[config.mk]
export PLATFORM = sky130hd
export DESIGN_NAME = serial_add_seq
export DESIGN_NICKNAME = d
export VERILOG_FILES = /design/src/rtl/alu_pkg.sv /design/src/rtl/fa4bit.sv /design/src/rtl/serial_add_seq.sv
export SDC_FILE = /design/constraint.sdc
export NUM_CORES = 1
export LEC_CHECK = 0
export ABC_AREA = 1
export ABC_CLOCK_PERIOD_IN_PS = 4900
export BUFFER_PORTS_ARGS = -buffer_cell sky130_fd_sc_hd__buf_2
export CORE_AREA = 2 2 94 114
export CTS_CLUSTER_SIZE = 8
export DETAILED_ROUTE_END_ITERATION = 8
export DIE_AREA = 0 0 96 116
export GPL_ROUTABILITY_DRIVEN = 0
export MAX_ROUTING_LAYER = met4
export SLEW_MARGIN = 20
export SYNTH_ARGS = -nofsm -noshare
export SYNTH_HDL_FRONTEND = slang
export SYNTH_HIERARCHICAL = 1
export SYNTH_SLANG_ARGS = --single-unit
[constraint.sdc]
create_clock -name clk -period 4.9 [get_ports clk]
set_clock_uncertainty 0.15 [all_clocks]
set_input_delay 0.98 -clock clk [delete_from_list [all_inputs] [get_ports clk]]
set_output_delay 0.98 -clock clk [all_outputs]
set_load 0.05 [all_outputs]
[src/rtl/alu_pkg.sv]
// Shared ALU definitions: sequencer states, add/sub op encodings, slice width.
package alu_pkg;

  localparam int SLICE_W = 4;

  localparam logic OP_ADD = 1'b0;
  localparam logic OP_SUB = 1'b1;

  typedef enum logic [1:0] {
    IDLE = 2'd0,
    RUN  = 2'd1,
    DONE = 2'd2
  } seq_state_t;

endpackage

[src/rtl/fa4bit.sv]
// 4-bit ripple adder slice; purely combinational.
module fa4bit (
  input  logic [3:0] a,
  input  logic [3:0] b,
  input  logic       cin,
  output logic [3:0] sum,
  output logic       cout
);

  assign {cout, sum} = 5'(a) + 5'(b) + 5'(cin);

endmodule

[src/rtl/serial_add_seq.sv]
// Multi-precision add/subtract sequencer: one 4-bit slice per clock through a
// single shared fa4bit, LS nibble first, with the carry chained in a register.
module serial_add_seq
  import alu_pkg::*;
#(
  parameter int NIBBLES = 4
) (
  input  logic                         clk,
  input  logic                         rst_n,
  input  logic                         start,
  input  logic                         op,
  input  logic [SLICE_W*NIBBLES-1:0]   a,
  input  logic [SLICE_W*NIBBLES-1:0]   b,
  input  logic                         cin_in,
  output logic                         busy,
  output logic                         done,
  output logic [SLICE_W*NIBBLES-1:0]   result,
  output logic                         cout,
  output logic                         ovf
);

  localparam int W  = SLICE_W * NIBBLES;
  localparam int CW = $clog2(NIBBLES + 1);

  seq_state_t     state, state_nxt;
  logic [W-1:0]   a_sh, b_sh, res_sh;
  logic [W-1:0]   b_eff, res_shifted;
  logic           carry;
  logic [CW-1:0]  cnt;
  logic           a_sign, b_sign;
  logic [3:0]     fa_sum;
  logic           fa_cout;
  logic           accept, last_slice;

  // Subtract is a + ~b + 1: invert B here, force carry-in to 1 at accept.
  assign b_eff       = (op == OP_SUB) ? ~b : b;
  assign accept      = (state == IDLE) && start;
  assign last_slice  = (state == RUN) && (cnt == CW'(NIBBLES - 1));
  // Written as shifts so the expression stays legal when W == SLICE_W.
  assign res_shifted = (res_sh >> SLICE_W) | (W'(fa_sum) << (W - SLICE_W));

  assign busy = (state != IDLE);
  assign done = (state == DONE);

  fa4bit u_fa (
    .a    (a_sh[3:0]),
    .b    (b_sh[3:0]),
    .cin  (carry),
    .sum  (fa_sum),
    .cout (fa_cout)
  );

  // State register.
  // NOTE: sequential state uses non-blocking (<=) so every flop samples the pre-edge values.
  always_ff @(posedge clk or negedge rst_n) begin
    if (!rst_n) state <= IDLE;
    else        state <= state_nxt;
  end

  // Next-state logic: IDLE -> RUN on start, RUN -> DONE after NIBBLES slices, DONE -> IDLE.
  always_comb begin
    // NOTE: default first so no path leaves state_nxt unassigned (no latch).
    state_nxt = state;
    unique case (state)
      IDLE:    if (start)      state_nxt = RUN;
      RUN:     if (last_slice) state_nxt = DONE;
      DONE:                    state_nxt = IDLE;
      default:                 state_nxt = IDLE;
    endcase
  end

  // Operand/result shift registers, carry, counter and the registered outputs.
  // NOTE: every register here is plain flops, so all of them are cleared by reset.
  always_ff @(posedge clk or negedge rst_n) begin
    if (!rst_n) begin
      a_sh   <= '0;
      b_sh   <= '0;
      res_sh <= '0;
      carry  <= 1'b0;
      cnt    <= '0;
      a_sign <= 1'b0;
      b_sign <= 1'b0;
      result <= '0;
      cout   <= 1'b0;
      ovf    <= 1'b0;
    end else if (accept) begin
      a_sh   <= a;
      b_sh   <= b_eff;
      res_sh <= '0;
      carry  <= (op == OP_SUB) ? 1'b1 : cin_in;
      cnt    <= '0;
      a_sign <= a[W-1];
      b_sign <= b_eff[W-1];
    end else if (state == RUN) begin
      a_sh   <= a_sh >> SLICE_W;
      b_sh   <= b_sh >> SLICE_W;
      res_sh <= res_shifted;
      carry  <= fa_cout;
      cnt    <= cnt + 1'b1;
      if (last_slice) begin
        result <= res_shifted;
        cout   <= fa_cout;
        ovf    <= (a_sign == b_sign) && (res_shifted[W-1] != a_sign);
      end
    end
  end

endmodule

After elaboration in Yosys (flattened, before gate mapping):

Cells that the tools add are included.

* register bits: 74
* input port bits: 37
* word-level logic and storage cells: 47

* add/subtract/negate cells: 3
* equality and inequality tests: 7
* muxes and demuxes: 15
* bitwise operators: 3
* reductions and logical operators: 8

Operator list (count)
* two-way mux 16 bit: 7
* NOT 16 bit: 1
* OR 12 x 16 -> 16 bit: 1
* two-way mux 3 bit: 2
* adder 4 x 4 -> 5 bit: 1
* adder 5 x 1 -> 5 bit: 1
* two-way mux 2 bit: 2
* inequality test 2 bit, second input constant: 2
* case mux 2 bit (2 select lines): 1
* nonzero test 2 bit: 2
* adder 3 x 1 -> 3 bit, second input constant: 1
* == test 3 x 2 -> 1 bit, second input constant: 1
* logical AND 1 bit: 3
* two-way mux 1 bit: 3
* AND reduction 3 bit: 1
* == test 2 x 1 -> 1 bit, second input constant: 1
* == test 2 bit, second input constant: 1
* logical NOT 2 bit: 1
* AND reduction 2 bit: 1
* == test 1 bit: 1
* inequality test 1 bit: 1
* NOT 1 bit: 1

Depth between registers and ports, before layout:

* depth after elaboration: 5
* depth in mapped cells: 9

Cells and area by module:

The synthesis kept the hierarchy.

By module, submodules not included
* serial_add_seq: instances 1, cells each 405, area each 3244.4 um^2, seq. area each 1751.7 um^2
* fa4bit: instances 1, cells each 25, area each 165.2 um^2, seq. area each 0.0 um^2

Worst setup path after synthesis:

Ideal clock, no wire load.

* path type: flip-flop to output port
* from: register state[1]
* to: output port done
* arrival: 1.305 ns
* required time: 3.770 ns
* path slack: 2.465 ns
* cell stages (with the launch flop): 4
* buffers on the path: 1
* path through: dfrtp_1 > inv_2 > buf_6 > nor2_1

* cells in the longest elaborated chain, start to end: 1

RTL lines
* start, declared: RTL line serial_add_seq.sv:25 `seq_state_t state, state_nxt;`
* start signal, assigned: RTL line serial_add_seq.sv:57 `else state <= state_nxt;`
* == test 2 bit: RTL line serial_add_seq.sv:43 `assign done = (state == DONE);`
* end, declared: RTL line serial_add_seq.sv:16 `output logic done,`

No other way between the ends.

Worst setup path after layout:

* from: register state[0]
* to: output port busy

* cells in the longest elaborated chain, start to end: 1

RTL lines
* nonzero test 2 bit: RTL line serial_add_seq.sv:42 `assign busy = (state != IDLE);`
* end, declared: RTL line serial_add_seq.sv:15 `output logic busy,`

No other way between the ends.

==> results_dict.tcl <==
set metrics [dict create \
    status "completed" \
    path_clk_slew_ps 60 \
    grt_first_pass_wirelength_mm 12.4 \
    path_class "reg2out" \
    diodes 0 \
    drt-pass1-iter-count 4 \
    yosys_most_used_dff "dfrtp_1" \
    syn_inst 430 \
    portBuffers 56 \
    syn_area_per_cell_um2 7.93 \
    post-place-cells 593 \
    cts_buffers 9 \
    reg2reg_from "state[0]" \
    dieArea_um2 11100 \
    fp.dieW_um 96 \
    core-area_um2 9960 \
    rr_worst_depth 4 \
    drtIter0Drc 87 \
    syn_to_final_growth_pct 18.2 \
    crit_start "state[0]" \
    tightest_slew_ps 905 \
    synth.mux.area_fraction_pct 0 \
    yosys-top-cells-count "214 x nand2_1, 70 x dfrtp_1, 36 x inv_1" \
    crit_path_max_incr_delay_ps 730 \
    required_ps 3770 \
    synth_top_family_by_area "simple AND/OR/NAND/NOR gates" \
    clockBufferDepth 2 \
    final.period_utilization_pct 56.2 \
    post-dp-hpwl_mm 4.79 \
    post-route-drc-count 0 \
    post_drt_via_cell_ratio 4.50 \
    antenna_found_initial 0 \
    grt_usage_pct 14.9 \
    layout.nets 523 \
    critPathMaxFanout 12 \
    busiest_layer "met2" \
    die_h_um 116 \
    final_core_util_pct 40.5 \
    start_kind "register" \
    fin_crit_ps 2750 \
    boundaryPins 57 \
    slew_viol_final 0 \
    grt-ovfl-total 0 \
    postRouteAntennaNets 0 \
    fin_cells 610 \
    gr-usage-met3_pct 4.42 \
    yosys.area.top_type "dfrtp_1" \
    setup_viol 0 \
    hp-class "reg2reg" \
    worstSkewPairLatency_ps 330 \
    maxCapViolCount 0 \
    ys_ff_latch 70 \
    crit_chain "inv_1 -> nand2_4 -> buf_2" \
    rsz0062_at_grt "false" \
    crit_path_top_delay_cell "dfrtp_1" \
    rows 40 \
    async_reset_ff_share_pct 100 \
    yosysUniqueCellTypes 25 \
    pre_cts_slack_ps 2240 \
    power_leakage_nw 2.20 \
    ctsResizeCount 0 \
    wl_per_cell_um 11.9 \
    synth_fp_nets 474 \
    finalWorstSetupSlack_ps 2150 \
    clock-sinks 70 \
    worst_ep_arrival_time_ps 1620 \
    critPathCaptureType "output pin" \
    power_w 0.00271 \
    grt_max_degree 49 \
    fmax_ghz 0.363 \
    yosysMostFrequentCell "nand2_1" \
    num-fill-cells 1049 \
    use_met1_pct 18.4 \
    synth_edf_count 0 \
    p_per_area_nw_per_um2 673 \
    ys_seq_area_share_pct 51.4 \
    htree_levels 3 \
    synth_compound_area_share_pct 5.61 \
    ir_drop_uv 218 \
    grt_pass1_vias 2651 \
    cts_tree "built" \
    hold_viol_final 0 \
    setup-tns-final_ps 0 \
    synth-simple-area-share_pct 30.5 \
    postCtsHoldBufs 0 \
    cts_setup_buffers 0 \
    relSlewSlack_pct 39.7 \
    synth_area_leaders "dfrtp_1 51%, nand2_1 24%, o21ai_0 4.6%" \
    ys_warn_count 6 \
    hp-start "result[2]" \
    synth_top_area_share_pct 51.4 \
    start_util_pct 34.2 \
    cts_root_buf "clkbuf_16" \
    met2_usage_pct 23.6 \
    synth-xor-area-share_pct 1.28 \
    hold_path_depth 2 \
    route.vias.total 2746 \
    routed_wl_mm 7.27 \
    drive_gt1_share_pct 16.9 \
    synthAdderAreaFrac_pct 3.01 \
    syn_area_um2 3410 \
]
[state kept, by name, indices dropped and copies added, names as in the netlist]
register	flops
b_sign	1
ovf	1
cout	1
a_sign	1
cnt	3
result	16
res_sh	12
b_sh	16
state	2
a_sh	16
carry	1
[logic make-up after synthesis]
logic type                 Yosys count
and+or+nand+nor                    252
DFF                                 70
buffers and inverters               59
AOI/OAI and AO/OA                   37
adders and majority gates            7
xor gates and xnor gates             5
[per-layer routing]
layer  wire length (um)  vias to the layer above  part of all wire [%]
met5                  0                        -                     0
met4                 59                        0                  0.81
met3                372                        4                   5.1
met2               3470                       72                    48
met1               3360                     1254                    46
li1                   -                     1416                     -
[worst max-delay path, delay by kind of cell, from the launching register on]
kind | cells | cell delay [ps]
AND/OR/NAND/NOR | 1 | 120
buffers and inverters | 2 | 450
flip-flops | 1 | 730
[cell usage in the layout (no fill, tap or decap)]
cell type and instances:
nand2_1 214, dfrtp_1 70, buf_2 56, inv_1 36
o21ai_0 31, nand3_1 21, clkbuf_16 9, nand3b_1 8
ha_1 5, xnor2_1 4, nor2_1 3, clkinv_2 3
inv_2 2, o21ai_1 2, clkbuf_1 2, buf_4 2
a21oi_1 2, fa_1 2, nand2_4 1, nor2_4 1
o21ai_4 1, nor2_8 1, nand2_2 1, nor2_2 1
o21bai_1 1, xor2_1 1, or2_2 1, clkinvlp_4 1
clkbuf_8 1, buf_16 1
[area by class of cell]
cell class	instances	area, um^2	area share, %
Inverter	38	143	3.54
Clock inverter	4	22.5	0.559
Clock buffer	12	246	6.12
Multi-Input combinational cell	301	1390	34.4
Tap cell	126	158	3.91
Sequential cell	70	1750	43.5
Timing Repair Buffer	59	323	8.01
[stage by stage]
step	area [um^2]	hold WS, ps
floorplan	3410	292
global placement	3730	306
detailed placement	3730	310
CTS	4000	325
global route	4030	340
finish	4030	320
[worst paths after layout]
path | endpoint | slack (ps)
min | result[2] | 320
max in group asynchronous | b_sh[0] | 3010
min in group asynchronous | result[0] | 630
max reg2reg | result[14] | 2620
max | busy | 2150
min reg2reg | result[2] | 320
[power by group]
| group | internal (W) | leakage [nW] | switching, W | total (W) |
|---|---|---|---|---|
| Clock | 0.000354 | 0.132 | 0.000232 | 0.000586 |
| Sequential | 0.000829 | 0.900 | 0.000154 | 0.000982 |
| Combinational | 0.000352 | 1.17 | 0.000791 | 0.00114 |
No activity file was read; power rests on OpenSTA's default activity.
